===== src/rtl/out_sig_pkg.sv =====
// Shared types and helpers for the output-signature collector.
// Holds the FSM state encoding, the default MISR constants and one MISR step.
package out_sig_pkg;

    typedef enum logic [1:0] {
        IDLE  = 2'd0,
        RUN   = 2'd1,
        DRAIN = 2'd2,
        DONE  = 2'd3
    } state_t;

    localparam int SIG_W = 32;
    localparam logic [SIG_W-1:0] DEF_POLY = 32'h04C11DB7;
    localparam logic [SIG_W-1:0] DEF_SEED = 32'hFFFFFFFF;

    // Shift left, feed the MSB back through the polynomial, then mix in the nibble.
    function automatic logic [SIG_W-1:0] misr_step(input logic [SIG_W-1:0] sig,
                                                  input logic [3:0]       nibble,
                                                  input logic [SIG_W-1:0] poly);
        return {sig[SIG_W-2:0], 1'b0} ^ (sig[SIG_W-1] ? poly : '0) ^ {{(SIG_W-4){1'b0}}, nibble};
    endfunction

endpackage


===== src/rtl/sig_misr.sv =====
// Working MISR signature register with seed load and fold enable.
// Exposes the value it will hold after this edge so a final beat can be latched with it.
module sig_misr
    import out_sig_pkg::*;
#(
    parameter int                   SIG_WIDTH = 32,
    parameter logic [SIG_WIDTH-1:0] POLY      = DEF_POLY,
    parameter logic [SIG_WIDTH-1:0] SEED      = DEF_SEED
) (
    input  logic                 clk,
    input  logic                 rst_n,
    input  logic                 load,
    input  logic                 en,
    input  logic [3:0]           nibble,
    output logic [SIG_WIDTH-1:0] sig_next
);

    logic [SIG_WIDTH-1:0] sig;
    logic [SIG_WIDTH-1:0] step;

    generate
        if (SIG_WIDTH == SIG_W) begin : g_pkg_step
            assign step = misr_step(sig, nibble, POLY);
        end else begin : g_generic_step
            assign step = {sig[SIG_WIDTH-2:0], 1'b0} ^ (sig[SIG_WIDTH-1] ? POLY : '0)
                        ^ SIG_WIDTH'(nibble);
        end
    endgenerate

    always_comb begin
        sig_next = sig;
        if (load) begin
            sig_next = SEED;
        end else if (en) begin
            sig_next = step;
        end
    end

    always_ff @(posedge clk or negedge rst_n) begin
        if (!rst_n) begin
            sig <= '0;
        end else begin
            sig <= sig_next;
        end
    end

endmodule


===== src/rtl/out_sig_collector.sv =====
// Folds the kernel's nibble output stream into a MISR signature per run, drains
// in-flight beats after ap_done, then latches signature, beat count and count check.
module out_sig_collector
    import out_sig_pkg::*;
#(
    parameter int                   SIG_WIDTH      = 32,
    parameter int                   CNT_WIDTH      = 16,
    parameter logic [SIG_WIDTH-1:0] POLY           = DEF_POLY,
    parameter logic [SIG_WIDTH-1:0] SEED           = DEF_SEED,
    parameter int                   EXPECTED_BEATS = 0,
    parameter int                   DRAIN_CYCLES   = 4
) (
    input  logic                 ap_clk,
    input  logic                 ap_rst_n,
    input  logic                 ap_start,
    input  logic                 ap_done,
    input  logic                 data_valid,
    input  logic [3:0]           data_out,
    output logic [SIG_WIDTH-1:0] sig_out,
    output logic [CNT_WIDTH-1:0] beat_cnt,
    output logic                 sig_valid,
    output logic                 cnt_err,
    output logic                 busy,
    output logic [7:0]           run_cnt
);

    localparam int                   DRAIN_W    = (DRAIN_CYCLES > 1) ? $clog2(DRAIN_CYCLES) : 1;
    localparam logic [DRAIN_W-1:0]   DRAIN_LOAD = DRAIN_W'(DRAIN_CYCLES - 1);
    localparam logic [CNT_WIDTH-1:0] EXP_CNT    = CNT_WIDTH'(EXPECTED_BEATS);
    localparam bit                   CHECK_EN   = (EXPECTED_BEATS != 0);

    state_t               state;
    state_t               state_nxt;
    logic                 start_q;
    logic                 start_edge;
    logic [DRAIN_W-1:0]   drain_cnt;
    logic [CNT_WIDTH-1:0] count;
    logic [CNT_WIDTH-1:0] count_nxt;
    logic                 sat;
    logic                 sat_nxt;
    logic                 load;
    logic                 fold;
    logic                 latch;
    logic [SIG_WIDTH-1:0] sig_nxt;

    assign start_edge = ap_start & ~start_q;

    always_ff @(posedge ap_clk or negedge ap_rst_n) begin
        if (!ap_rst_n) begin
            state   <= IDLE;
            start_q <= 1'b0;
        end else begin
            state   <= state_nxt;
            start_q <= ap_start;
        end
    end

    always_comb begin
        state_nxt = state;
        case (state)
            IDLE, DONE: if (start_edge) state_nxt = RUN;
            RUN:        if (ap_done) state_nxt = DRAIN;
            DRAIN:      if (drain_cnt == '0) state_nxt = DONE;
            default:    state_nxt = IDLE;
        endcase
    end

    always_comb begin
        load  = 1'b0;
        fold  = 1'b0;
        latch = 1'b0;
        case (state)
            IDLE, DONE: load = start_edge;
            RUN:        fold = data_valid;
            DRAIN: begin
                fold  = data_valid;
                latch = (drain_cnt == '0);
            end
            default: ;
        endcase
    end

    always_ff @(posedge ap_clk or negedge ap_rst_n) begin
        if (!ap_rst_n) begin
            drain_cnt <= '0;
        end else if (state == RUN && ap_done) begin
            drain_cnt <= DRAIN_LOAD;
        end else if (state == DRAIN && drain_cnt != '0) begin
            drain_cnt <= drain_cnt - 1'b1;
        end
    end

    // Counter sticks at all-ones; any beat beyond that marks the run as saturated.
    always_comb begin
        count_nxt = count;
        sat_nxt   = sat;
        if (load) begin
            count_nxt = '0;
            sat_nxt   = 1'b0;
        end else if (fold) begin
            if (&count) begin
                sat_nxt = 1'b1;
            end else begin
                count_nxt = count + 1'b1;
            end
        end
    end

    always_ff @(posedge ap_clk or negedge ap_rst_n) begin
        if (!ap_rst_n) begin
            count <= '0;
            sat   <= 1'b0;
        end else begin
            count <= count_nxt;
            sat   <= sat_nxt;
        end
    end

    sig_misr #(
        .SIG_WIDTH (SIG_WIDTH),
        .POLY      (POLY),
        .SEED      (SEED)
    ) u_misr (
        .clk      (ap_clk),
        .rst_n    (ap_rst_n),
        .load     (load),
        .en       (fold),
        .nibble   (data_out),
        .sig_next (sig_nxt)
    );

    // Latch from the next-values so a beat on the last drain cycle is included.
    always_ff @(posedge ap_clk or negedge ap_rst_n) begin
        if (!ap_rst_n) begin
            sig_out   <= '0;
            beat_cnt  <= '0;
            sig_valid <= 1'b0;
            cnt_err   <= 1'b0;
            busy      <= 1'b0;
            run_cnt   <= '0;
        end else begin
            busy <= (state_nxt == RUN) || (state_nxt == DRAIN);
            if (load) begin
                sig_valid <= 1'b0;
            end
            if (latch) begin
                sig_out   <= sig_nxt;
                beat_cnt  <= count_nxt;
                sig_valid <= 1'b1;
                cnt_err   <= (CHECK_EN && (count_nxt != EXP_CNT)) || sat_nxt;
                run_cnt   <= run_cnt + 8'd1;
            end
        end
    end

endmodule


===== config.mk =====
export PLATFORM = sky130hd
export DESIGN_NAME = out_sig_collector
export DESIGN_NICKNAME = d
export VERILOG_FILES = /design/src/rtl/out_sig_pkg.sv /design/src/rtl/sig_misr.sv /design/src/rtl/out_sig_collector.sv
export SDC_FILE = /design/constraint.sdc
export NUM_CORES = 1
export LEC_CHECK = 0
export ABC_AREA = 0
export CAP_MARGIN = 20
export CORE_ASPECT_RATIO = 1.2
export CORE_MARGIN = 2
export CORE_UTILIZATION = 59
export CTS_BUF_LIST = sky130_fd_sc_hd__clkbuf_8 sky130_fd_sc_hd__clkbuf_16
export DETAILED_ROUTE_END_ITERATION = 10
export GPL_ROUTABILITY_DRIVEN = 0
export PLACE_DENSITY = 0.91
export SETUP_SLACK_MARGIN = 0.1
export SLEW_MARGIN = 40
export SYNTH_ARGS = -nofsm -noshare
export SYNTH_HDL_FRONTEND = slang
export SYNTH_SLANG_ARGS = --single-unit

===== constraint.sdc =====
create_clock -name ap_clk -period 3.13 [get_ports ap_clk]
set_input_delay 0.4695 -clock ap_clk [delete_from_list [all_inputs] [get_ports ap_clk]]
set_output_delay 0.4695 -clock ap_clk [all_outputs]
set_load 0.02 [all_outputs]

After elaboration in Yosys (flattened, before gate mapping)
Index checks and enable logic that the tools add are counted.
W data, S select, Z words.

storage, ports and cells
  logic and storage cells = 55
  register bits after elaboration = 113
  bits of input ports = 9

operators by class
  equality and inequality tests = 5
  bitwise operators = 4
  add/subtract/negate cells = 3
  multiplexer cells = 20
  reductions and logical operators = 11

operator list
  kind                     number
  $mux W32                 2
  $mux W16                 3
  $xor A32 B32 Y32         1
  $xor A32 B4 Y32          1
  $mux W27                 1
  $add A16 B1 Y16 const B  1
  $reduce_and A16 Y1       1
  $mux W2                  5
  $add A8 B1 Y8 const B    1
  $mux W1                  8
  $eq A2 B2 Y1 const B     3
  $pmux W2 S3              1
  $reduce_bool A2 Y1       3
  $eq A2 B1 Y1 const B     2
  $logic_not A2 Y1         2
  $reduce_or A2 Y1         2
  $logic_and A1 B1 Y1      2
  $sub A2 B1 Y2 const B    1
  $and A1 B1 Y1            1
  $logic_or A1 B1 Y1       1
  $not A1 Y1               1

Depth between registers and ports, before layout
Gate-level depths: netlist of run 1.

  depth after elaboration = 6
  gate-level depth with buffers = 10

Cells and area by module
Synthesis of run 1 repeated with hierarchy kept, for this count alone.

second synthesis, totals
  cell total of the unflattened synthesis = 475
  area, all modules = 5039.8 um^2

modules (own cells, without submodules)
  module             area an instance (um^2)  cells each  times used
  out_sig_collector  3532.1                   352         1
  sig_misr           1507.7                   123         1

Least setup slack after synthesis of run 1
No wires, ideal clock.

  kind = flip-flop to flip-flop
  start point = register state[0]
  end point = register beat_cnt[14]
  period minus slack after synthesis = 2.029 ns
  setup time = 0.121 ns
  arrival time = 1.908 ns
  setup slack = 1.101 ns
  stages on the path, launching flop included = 9
  data required time = 3.009 ns
  cell sequence = dfrtp_1 > inv_1 > ha_1 > buf_2 > nand4b_2 > or4_4 > nor3_1 > a21oi_1 > a22o_1

on the way
  longest elaborated chain between the ends = 5

ends and longest elaborated chain
  item                                                 RTL line                  RTL
  start: declaration                                   out_sig_collector.sv:32   state_t state;
  start signal: assignment                             out_sig_collector.sv:53   state <= state_nxt;
  $eq A2 B1 Y1 / $eq A2 B2 Y1 (equally long branches)  out_sig_collector.sv:72   case (state)
  $reduce_or A2 Y1 (no line)                           -
  $mux W1                                              out_sig_collector.sv:72
  $mux W16                                             out_sig_collector.sv:100  end else if (fold) begin
  $mux W16                                             out_sig_collector.sv:97   if (load) begin
  end signal: assignment                               out_sig_collector.sv:148  beat_cnt <= count_nxt;
  end: declaration                                     out_sig_collector.sv:20   output logic [CNT_WIDTH-1:0] beat_cnt,

Parallel ways exist; a longest one is shown, timed or not.
A chain may end at the register's enable or synchronous reset.

Final worst setup path of run 1
  start point = register state[0]
  end point = register beat_cnt[12]

on the way
  longest elaborated chain between the ends = 5

ends and longest elaborated chain
  item                                                 RTL line                  RTL
  $eq A2 B1 Y1 / $eq A2 B2 Y1 (equally long branches)  out_sig_collector.sv:72
  $reduce_or A2 Y1 (no line)                           -
  $mux W1                                              out_sig_collector.sv:72
  $mux W16                                             out_sig_collector.sv:100
  $mux W16 (*)                                         out_sig_collector.sv:97
  named net count_nxt[12]                              out_sig_collector.sv:38   logic [CNT_WIDTH-1:0] count_nxt;

The timed path passes the listed nets; every way through them passes the cells marked *.

==> reports/results.ini, run 1 <==
[outcome]
status=finished with violations
violations=negative hold slack

[logic_synthesis]
synth_seq_cells=113
synth-compound-area-share=0.0584
ys_warn_count=0
synth_top_area_frac=0.581
syn_avg_cell_area_um2=11.0
synthXorXnorAreaFrac=0.0666
synth_simple_gate_area_frac=0.181
yosysTopAreaCell=dfrtp_1
synth_top_family_by_area=simple AND/OR/NAND/NOR gates
synth_mux_area_frac=0.0736
synth_area_leaders=dfrtp_1, nand2_1, mux2_2
postSynthCellCount=443
synth_edf_count=0
ys_seq_area_frac=0.581
synthArstFlopShare=1.00
synthesis.nets=458
synth_area_um2=4860
synth.distinct_cells=47
synth_adder_area_share=0.0154
synth_ff_type=dfrtp_1

[routing]
dr.pass1.iters=5
drt-total-wl_um=10900
final_antenna_net_count=0
routedWlPerCell_um=17.6
drc=0
vias=3626
drt_iter0_markers=160
vias_per_cell=5.83

[die]
core.rowCount=36
dieArea_um2=8990
start_util=0.603
io_pins=68
dieWidth_um=86.9
core_area_um2=8060
die_height_um=103

[clock_tree]
ctsResizeCount=0
numClockSinks=113
clkLatencyLatePin_ns=0.52
hold_buffers=0
cts_buffers=17
clockBufferDepth=2
cts_setup_buffers=0
cts_tree=built
clk_pin_slew_ns=0.06
h-tree-depth=4
root_buffer=clkbuf_8

[placement]
dpl.hpwl_um=6690
placed_area_um2=5630
io_buffers=67

[global_route]
track_usage=0.266
grt.overflow.total=0
grt_pass1_wl_um=18200
grt_pass1_vias=3711
antenna_found_initial=0
grt_max_degree=87

[sta]
fin_skew_ns=0.00394
worstMarginPinSlew_ns=0.863
fmax_mhz=437
rsz0062_at_grt=no
setup_viol_count_final=0
hold_viol_final=21
fin_tns_setup_ns=0
min_period_ns=2.29
final_max_slew_viol_count=0
period_share=0.731
whs_ns=-0.0210
slew_headroom=0.425

[final_layout]
drive_gt1_frac=0.156
nets=529
antenna_cells=0
syn2layout_area_growth_pct=28.2
final_area_um2=6230

[setup_path]
path_class=flip-flop to flip-flop
cp-end-kind=flip-flop
path_max_fanout=9
worst_ep_required_time_ns=3.53
crit_arrival_ns=2.69
cp-start-kind=flip-flop

[job]
maxCapViolations=0

[power_and_ir_drop]
ir_drop_mv=0.731
power.total_mw=7.26
cellPowerDensity_nw_per_um2=1170
cellLeakagePower_nw=2.75

[min_path]
hp-class=input port to asynchronous set/reset pin

-- per-layer routing --
| metal | global-route usage | wire length, um | part of all wire | up-vias |
|---|---|---|---|---|
| li1 | - | - | - | 1644 |
| met1 | 0.329 | 4360 | 0.40 | 1811 |
| met2 | 0.459 | 5800 | 0.53 | 150 |
| met3 | 0.0651 | 619 | 0.057 | 21 |
| met4 | 0.0889 | 148 | 0.014 | 0 |
| met5 | 0 | 0 | 0 | - |
-- worst paths after layout --
check,cells past startpoint,slack (ns),from,endpoint
worst max-delay path,7,0.84,state[0],beat_cnt[12]
worst min-delay path,1,-0.02,ap_rst_n,run_cnt[6]
worst max register to register,7,0.84,state[0],beat_cnt[12]
worst min register to register,2,0.48,sig_out[2],sig_out[2]
max in group asynchronous,2,2.48,ap_rst_n,sig_out[22]
min in group ap_clk,1,0.46,ap_start,start_q
-- registers in the layout, indices dropped and copies added (netlist names) --
signal	count
count	16
u_misr.sig	32
run_cnt	8
busy	1
beat_cnt	16
cnt_err	1
drain_cnt	2
start_q	1
sat	1
sig_valid	1
state	2
sig_out	32
-- metrics by stage --
step | worst slack [ns] | cells | utilization
2_1_floorplan | 1.10 | 443 | -
3_3_place_gp | 0.956 | 590 | 0.698
3_5_place_dp | 0.877 | 590 | 0.699
4_1_cts | 0.857 | 622 | 0.773
5_1_grt | 0.639 | 622 | 0.773
6_report | 0.842 | 622 | 0.773
-- kinds of logic after synthesis --
kind of cell               Yosys count
AOI/OAI and AO/OA                   44
adders and majority gates            6
DFF                                113
and+or+nand+nor                    182
muxes                               32
buffers and inverters               29
xor gates and xnor gates            37
-- worst max-delay path, cell delays in order (launching register included) --
cell and delay (ns):
dfrtp_1 0.40, inv_1 0.09, ha_1 0.41, nand4b_2 0.30, nor4_1 0.39, and3_1 0.23
nor3_1 0.05, mux2_2 0.29
-- area by class of cell --
cell class / instances / area [um^2]
sequential: 113 / 2830
multi-input combinational: 301 / 1920
fill: 485 / 1830
timing repair buffer: 75 / 747
clock buffer: 17 / 414
clock inverter: 15 / 183
tap: 95 / 119
inverter: 6 / 22.5
-- report_power, final --
group	internal [mW]	total [mW]	leakage (nW)	switching, mW
clock network	1.22	1.92	0.282	0.702
registers	2.07	2.51	1.39	0.433
logic	1.30	2.84	1.08	1.54
total	4.59	7.26	2.75	2.68
-- Yosys cell counts (all sizes together), types with 3 or more instances --
| master | number |
|---|---|
| dfrtp | 113 |
| nor2b | 3 |
| xor2 | 7 |
| nor3 | 12 |
| nand2b | 3 |
| inv | 6 |
| clkbuf | 11 |
| o21ai | 14 |
| o211ai | 14 |
| mux2 | 30 |
| nand3 | 23 |
| a21oi | 7 |
| nand2 | 92 |
| and3 | 3 |
| buf | 12 |
| xnor2 | 30 |
| ha | 6 |
| nand4 | 5 |
| nor2 | 28 |
-- layout by cell type (no fill, tap or decap), types with 2 or more instances in the layout --
cell type,instances
dfrtp_1,113
nand2_1,92
clkdlybuf4s50_1,66
xnor2_1,30
mux2_2,30
nor2_1,28
nand3_1,22
clkbuf_16,16
o211ai_1,14
nor3_1,10
o21ai_0,9
xor2_1,7
a21oi_1,7
buf_4,7
inv_1,6
ha_1,6
o21ai_1,5
nand4_1,4
inv_6,4
clkinvlp_4,4
nor2b_1,3
and3_1,3
bufinv_16,3
nand2b_1,2
and2_1,2
nor3_2,2
mux2i_1,2
clkbuf_8,2
clkinv_2,2
clkinv_4,2
No activity file was read; power rests on OpenSTA's default activity.
==> run 2, diff against run 1 <==
CORE_UTILIZATION = 54   (was 59)
PLACE_DENSITY = 0.85   (was 0.91)
clock period = 2.2 ns   (was 3.13 ns; I/O delays follow)
==> run 2 against run 1 <==
The run now ends clean. Worst setup slack lost 0.70 ns. Critical path depth is the same. Clock power grew 42%. Core utilization shrank 3.2 points. Non-clock buffer count grew 8. Largest cell class unchanged.
==> reports/results.ini, run 2 (same netlist as run 1, synthesis figures left out) <==
[outcome]
status=finished, final reports clean  ; was finished with violations

[setup_path]
path_max_fanout=5  ; was 9
worst_ep_required_time_ns=2.60  ; was 3.53 ns
cp-end-kind=flip-flop  ; unchanged
max_stage_delay_ns=0.45  ; was 0.41 ns
crit_start=state[0]  ; unchanged
path_class=flip-flop to flip-flop  ; unchanged
path_cells=inv_1, ha_4, nand4b_4, or4_4, nor3_1, a21oi_1, a22o_1  ; was inv_1, ha_1, nand4b_2, nor4_1, and3_1, nor3_1, mux2_2
worst_path_max_delay_cell=or4_4  ; was ha_1
r2r_end=beat_cnt[14]  ; was beat_cnt[12]
reg2regPathDepth=7  ; unchanged
r2r_setup_slack_ns=0.14  ; was 0.84 ns
rr_startpoint=state[0]  ; unchanged
crit_arrival_ns=2.46  ; was 2.69 ns
cp-start-kind=flip-flop  ; unchanged
endpoint=beat_cnt[14]  ; was beat_cnt[12]

[final_layout]
final_common_cell=dfrtp_1  ; unchanged
drive_gt1_frac=0.179  ; was 0.156
final_core_util=0.741  ; was 0.773
final_area_um2=6410  ; was 6230 um^2
syn2layout_area_growth_pct=31.9  ; was 28.2%
fillers=577  ; was 485
largestRegisters=sig_out (32), u_misr.sig (32)  ; unchanged
antenna_cells=0  ; unchanged
finalNonFillerCells=652  ; was 622
mostFrequentLayoutCells=dfrtp_1, nand2_1, clkdlybuf4s50_1, xnor2_1, mux2_2  ; unchanged
nets=537  ; was 529

[clock_tree]
root_buffer=clkbuf_8  ; unchanged
clkLatencyLatePin_ns=0.51  ; was 0.52 ns
clk_pin_slew_ns=0.05  ; was 0.06 ns
cts_tree=built  ; unchanged
clockBufferDepth=2  ; unchanged
h-tree-depth=4  ; unchanged
numClockSinks=113  ; unchanged
cts_buffers=17  ; unchanged

[global_route]
antenna_found_initial=0  ; unchanged
grt.overflow.total=0  ; unchanged
track_usage=0.232  ; was 0.266
grt_max_degree=47  ; was 87
grt_pass1_vias=3691  ; was 3711
grt_pass1_wl_um=17700  ; was 18200 um

[routing]
drt_iter0_markers=298  ; was 160
final_antenna_net_count=0  ; unchanged
drc=0  ; unchanged
routedWlPerCell_um=17.0  ; was 17.6 um
vias=3654  ; was 3626
dr.pass1.iters=5  ; unchanged
vias_per_cell=5.60  ; was 5.83
drt-total-wl_um=11100  ; was 10900 um

[sta]
setup_viol_count_final=0  ; unchanged
worstMarginPinSlew_ns=0.798  ; was 0.863 ns
period_share=0.938  ; was 0.731
fin_skew_ns=0.00777  ; was 0.00394 ns
rsz0062_at_grt=no  ; unchanged
final_max_slew_viol_count=0  ; unchanged
min_period_ns=2.06  ; was 2.29 ns
hold_viol_final=0  ; was 21
slew_headroom=0.468  ; was 0.425
fin_tns_setup_ns=0  ; unchanged
fmax_mhz=485  ; was 437 MHz

[placement]
io_buffers=67  ; unchanged
dpl.hpwl_um=6920  ; was 6690 um
placed_area_um2=5740  ; was 5630 um^2
dp_cells=618  ; was 590

[die]
core.rowCount=37  ; was 36
dieArea_um2=9780  ; was 8990 um^2
start_util=0.562  ; was 0.603
io_pins=68  ; unchanged
core_area_um2=8660  ; was 8060 um^2
die_height_um=108  ; was 103 um
dieWidth_um=90.6  ; was 86.9 um

[power_and_ir_drop]
ir_drop_mv=0.953  ; was 0.731 mV
cellLeakagePower_nw=2.84  ; was 2.75 nW
cellPowerDensity_nw_per_um2=1630  ; was 1170 nW/um^2

[job]
maxCapViolations=0  ; unchanged

[min_path]
hp-class=input port to flip-flop  ; was input port to asynchronous set/reset pin

==> run 2: cell types whose count changed in the layout (fill, tap and decap cells not counted), sizes merged <==
cell         before  now
clkinvlp          4    3
buf               8   16
dlygate4sd3       0    1
clkbuf           18   20
inv              10    8
==> run 2: routing by layer <==
| layer | global-route usage | wire length [um] | vias up |
|---|---|---|---|
| li1 | - | - | 1659 |
| met1 | 0.280 | 4360 | 1817 |
| met2 | 0.404 | 5950 | 152 |
| met3 | 0.0599 | 629 | 26 |
| met4 | 0.0857 | 174 | 0 |
| met5 | 0 | 0 | - |
==> run 2: critical path, delay by kind of cell, from the launching register on <==
| kind | cells | cell delay, ns |
|---|---|---|
| AND/OR/NAND/NOR | 3 | 0.83 |
| flip-flops | 1 | 0.41 |
| adder cells (fa/ha/maj) | 1 | 0.24 |
| AO/OA/AOI/OAI | 2 | 0.31 |
| buffers and inverters | 1 | 0.15 |
==> run 2: timing repair <==
item | in CTS | in global routing
pin swaps | 0 | 1
resized for setup | 2 | 8
buffers inserted | 0 | 1
hold buffers | 1 | 0
hold endpoints to repair | 39 | 0
endpoints found under the setup margin | 2 | 27
==> run 2: worst min path at each step <==
stage / from / to / slack (ns) / cells past startpoint
floorplan: ap_rst_n / beat_cnt[0] / 0.03 / 0
global placement: ap_rst_n / run_cnt[6] / 0.34 / 1
detailed placement: ap_rst_n / run_cnt[6] / 0.35 / 1
CTS: ap_start / start_q / 0.30 / 1
global route: ap_start / start_q / 0.31 / 1
finish: ap_start / start_q / 0.32 / 1
==> run 2: layout make-up <==
type                            instances  area, um^2  share of cell area
Clock inverter                         12         140              0.0218
Clock buffer                           20         455              0.0710
Tap cell                              117         146              0.0228
Inverter                                6        22.5             0.00351
Timing Repair Buffer                   83         841               0.131
Multi-Input combinational cell        301        1980               0.309
Sequential cell                       113        2830               0.441
==> run 2: through the flow <==
step | setup slack, ns | power, mW | hold slack (ns)
after floorplan | 0.171 | 5.94 | 0.0344
after global placement | 0.163 | 7.45 | 0.342
after detailed placement | 0.132 | 7.62 | 0.350
after CTS | 0.0859 | 10.4 | 0.300
after global routing | 0.00148 | 11.1 | 0.314
final | 0.137 | 10.5 | 0.318
==> run 2: power breakdown <==
| group | internal, mW | total (mW) | switching [mW] |
|---|---|---|---|
| clock | 1.80 | 2.72 | 0.926 |
| sequential | 2.95 | 3.55 | 0.606 |
| combinational | 2.00 | 4.19 | 2.20 |
==> run 3, diff against run 2 <==
ABC_AREA = 1   (was 0)
CORE_UTILIZATION = 55   (was 54)
PLACE_DENSITY = 0.86   (was 0.85)
TNS_END_PERCENT = 30   (was unset)
==> run 3 against run 2 <==
Register-to-register slack gained 0.09 ns. Clock-buffer cell count shrank 2. Sequential share of layout area shrank 1.5 points. Combinational power grew 5.5%. Maximum frequency grew 4.4%. Global-route usage grew 3.2 points. Worst setup slack gained 0.086 ns. First-iteration DRC count shrank 19%. Largest power group unchanged.
==> reports/results.ini, run 3 <==
[die]
dieWidth_um=92.8  ; was 90.6 um
start_util=0.570  ; was 0.562
core.rowCount=38  ; was 37
core_area_um2=9130  ; was 8660 um^2
dieArea_um2=10300  ; was 9780 um^2
die_height_um=111  ; was 108 um
io_pins=68  ; unchanged

[sta]
hold_viol_final=0  ; unchanged
final_max_slew_viol_count=0  ; unchanged
rsz0062_at_grt=yes  ; was no
worstMarginPinSlew_ns=0.628  ; was 0.798 ns
min_period_ns=1.98  ; was 2.06 ns
fmax_mhz=506  ; was 485 MHz
slew_headroom=0.581  ; was 0.468
setup_viol_count_final=0  ; unchanged
fin_tns_setup_ns=0  ; unchanged
period_share=0.898  ; was 0.938
fin_skew_ns=0.00604  ; was 0.00777 ns

[global_route]
grt_pass1_vias=4575  ; was 3691
antenna_found_initial=0  ; unchanged
grt_pass1_wl_um=21300  ; was 17700 um
grt.overflow.total=0  ; unchanged
grt_max_degree=114  ; was 47
track_usage=0.264  ; was 0.232

[clock_tree]
cts_setup_buffers=0  ; unchanged
root_buffer=clkbuf_8  ; unchanged
cts_tree=built  ; unchanged
h-tree-depth=4  ; unchanged
numClockSinks=113  ; unchanged
cts_buffers=17  ; unchanged
clk_pin_slew_ns=0.05  ; about the same
clkLatencyLatePin_ns=0.52  ; was 0.51 ns
clockBufferDepth=2  ; unchanged

[logic_synthesis]
synth_top_area_frac=0.544  ; was 0.581
synth_area_um2=5200  ; was 4860 um^2
yosysTopAreaCell=dfrtp_1  ; unchanged
synth.distinct_cells=35  ; was 47
synthTopCellsByCount=nand2_1, dfrtp_1, nand3_1, inv_1, nor2_1  ; was dfrtp_1, nand2_1, mux2_2, xnor2_1, nor2_1
ys_warn_count=0  ; unchanged
synth_edf_count=0  ; unchanged
syn_avg_cell_area_um2=8.66  ; was 11.0 um^2
post-synth-top-count-cell=nand2_1  ; was dfrtp_1
synth_ff_type=dfrtp_1  ; unchanged
synth_seq_cells=113  ; unchanged
synthArstFlopShare=1.00  ; unchanged
postSynthCellCount=601  ; was 443
synthesis.nets=616  ; was 458
synth_area_leaders=dfrtp_1, nand2_1, nand3_1  ; was dfrtp_1, nand2_1, mux2_2
ys_seq_area_frac=0.544  ; was 0.581

[job]
maxCapViolations=0  ; unchanged

[min_path]
holdPathStages=1  ; unchanged
holdPathEnd=start_q  ; unchanged
hold_path_startpoint=ap_start  ; unchanged
hp-class=input port to flip-flop  ; unchanged

[routing]
dr.pass1.iters=5  ; unchanged
drt_iter0_markers=241  ; was 298
vias_per_cell=5.43  ; was 5.60
vias=4370  ; was 3654
routedWlPerCell_um=15.6  ; was 17.0 um
drt-total-wl_um=12500  ; was 11100 um
drc=0  ; unchanged
final_antenna_net_count=0  ; unchanged

[power_and_ir_drop]
power.total_mw=11.0  ; was 10.5 mW
cellPowerDensity_nw_per_um2=1660  ; was 1630 nW/um^2
cellLeakagePower_nw=3.17  ; was 2.84 nW
ir_drop_mv=0.988  ; was 0.953 mV

[final_layout]
nets=687  ; was 537
syn2layout_area_growth_pct=27.5  ; was 31.9%
mostFrequentLayoutCells=nand2_1, dfrtp_1, clkdlybuf4s50_1, nand3_1, inv_1  ; was dfrtp_1, nand2_1, clkdlybuf4s50_1, xnor2_1, mux2_2
final_core_util=0.727  ; was 0.741
final_common_cell=nand2_1  ; was dfrtp_1
antenna_cells=0  ; unchanged
largestRegisters=sig_out (32), u_misr.sig (32)  ; unchanged
drive_gt1_frac=0.107  ; was 0.179
fillers=600  ; was 577
final_area_um2=6630  ; was 6410 um^2

[placement]
placed_area_um2=5980  ; was 5740 um^2
dpl.hpwl_um=7690  ; was 6920 um
io_buffers=67  ; unchanged

[setup_path]
cp-start-kind=flip-flop  ; unchanged
r2r_setup_slack_ns=0.22  ; was 0.14 ns
reg2regPathDepth=8  ; was 7
worst_ep_required_time_ns=2.61  ; was 2.60 ns
path_class=flip-flop to flip-flop  ; unchanged
r2r_end=sig_out[11]  ; was beat_cnt[14]
rr_startpoint=state[0]  ; unchanged
cp-end-kind=flip-flop  ; unchanged
crit_arrival_ns=2.39  ; was 2.46 ns
path_max_fanout=25  ; was 5

[outcome]
status=finished, final reports clean  ; unchanged

run 3: cell count changes after synthesis, sizes merged, moves of 6 or more:
cell / change
mux2: -30
nand4: +12
o211ai: -13
nor2: +6
a21oi: +9
o21ai: -7
xnor2: -7
inv: +32
nand3: +21
nand2: +150
run 3: how the worst max path moves through the flow:
stage	start	end	slack (ns)	cells after the start
2_1_floorplan	state[0]	count[1]	0.56	6
3_3_place_gp	data_valid	count[9]	0.39	7
3_5_place_dp	state[0]	sig_out[11]	0.27	8
4_1_cts	state[0]	sig_out[1]	0.21	6
5_1_grt	state[0]	sig_out[11]	0.07	8
6_report	state[0]	sig_out[11]	0.22	8
run 3: final cells by class:
type | instances | area (um^2) | area share
Clock buffer | 18 | 428 | 0.0645
Clock inverter | 14 | 213 | 0.0321
Inverter | 39 | 148 | 0.0223
Multi-Input combinational cell | 423 | 2090 | 0.315
Sequential cell | 113 | 2830 | 0.426
Tap cell | 120 | 150 | 0.0226
Timing Repair Buffer | 78 | 778 | 0.117
run 3: what timing repair did:
| action | CTS | global route |
|---|---|---|
| setup endpoints to repair | 0 | 3 |
| hold buffers | 1 | 0 |
| hold endpoints to repair | 113 | 0 |
| resized for setup | 0 | 1 |
run 3: cells by family after synthesis:
| kind of cell | Yosys count | synth area share |
|---|---|---|
| fa+ha+maj | 6 | 0.0144 |
| flops | 113 | 0.544 |
| compound gates | 30 | 0.0404 |
| simple gates | 359 | 0.299 |
| xor+xnor | 28 | 0.0471 |
| buf+inv | 65 | 0.0553 |
run 3: per-layer routing:
layer  vias up  global-route usage  wire length [um]
met3        35              0.0846               721
met2       173               0.446              6670
met1      2107               0.305              4820
li1       2055                   -                 -
met5         -                   0                 0
met4         0               0.116               324
run 3: where the power goes:
part	total [mW]	switching (mW)	internal, mW
Combinational	4.42	2.56	1.86
Sequential	3.64	0.659	2.98
Clock	2.95	0.972	1.98
Total	11.0	4.19	6.82
run 3: through the flow:
step | hold WS [ns] | setup WS [ns] | cells
after floorplan | 0.0344 | 0.557 | 601
after global placement | 0.455 | 0.392 | 772
after detailed placement | 0.456 | 0.271 | 772
after CTS | 0.299 | 0.207 | 805
after global routing | 0.303 | 0.0667 | 805
final | 0.319 | 0.223 | 805
run 3: critical path, stage by stage (launching register included):
cell      delay [ns]
dfrtp_1         0.35
inv_1           0.08
ha_1            0.41
nand3_2         0.15
clkinv_2        0.32
nor3_1          0.38
a21oi_2         0.06
nand2_1         0.07
nand2_1         0.05
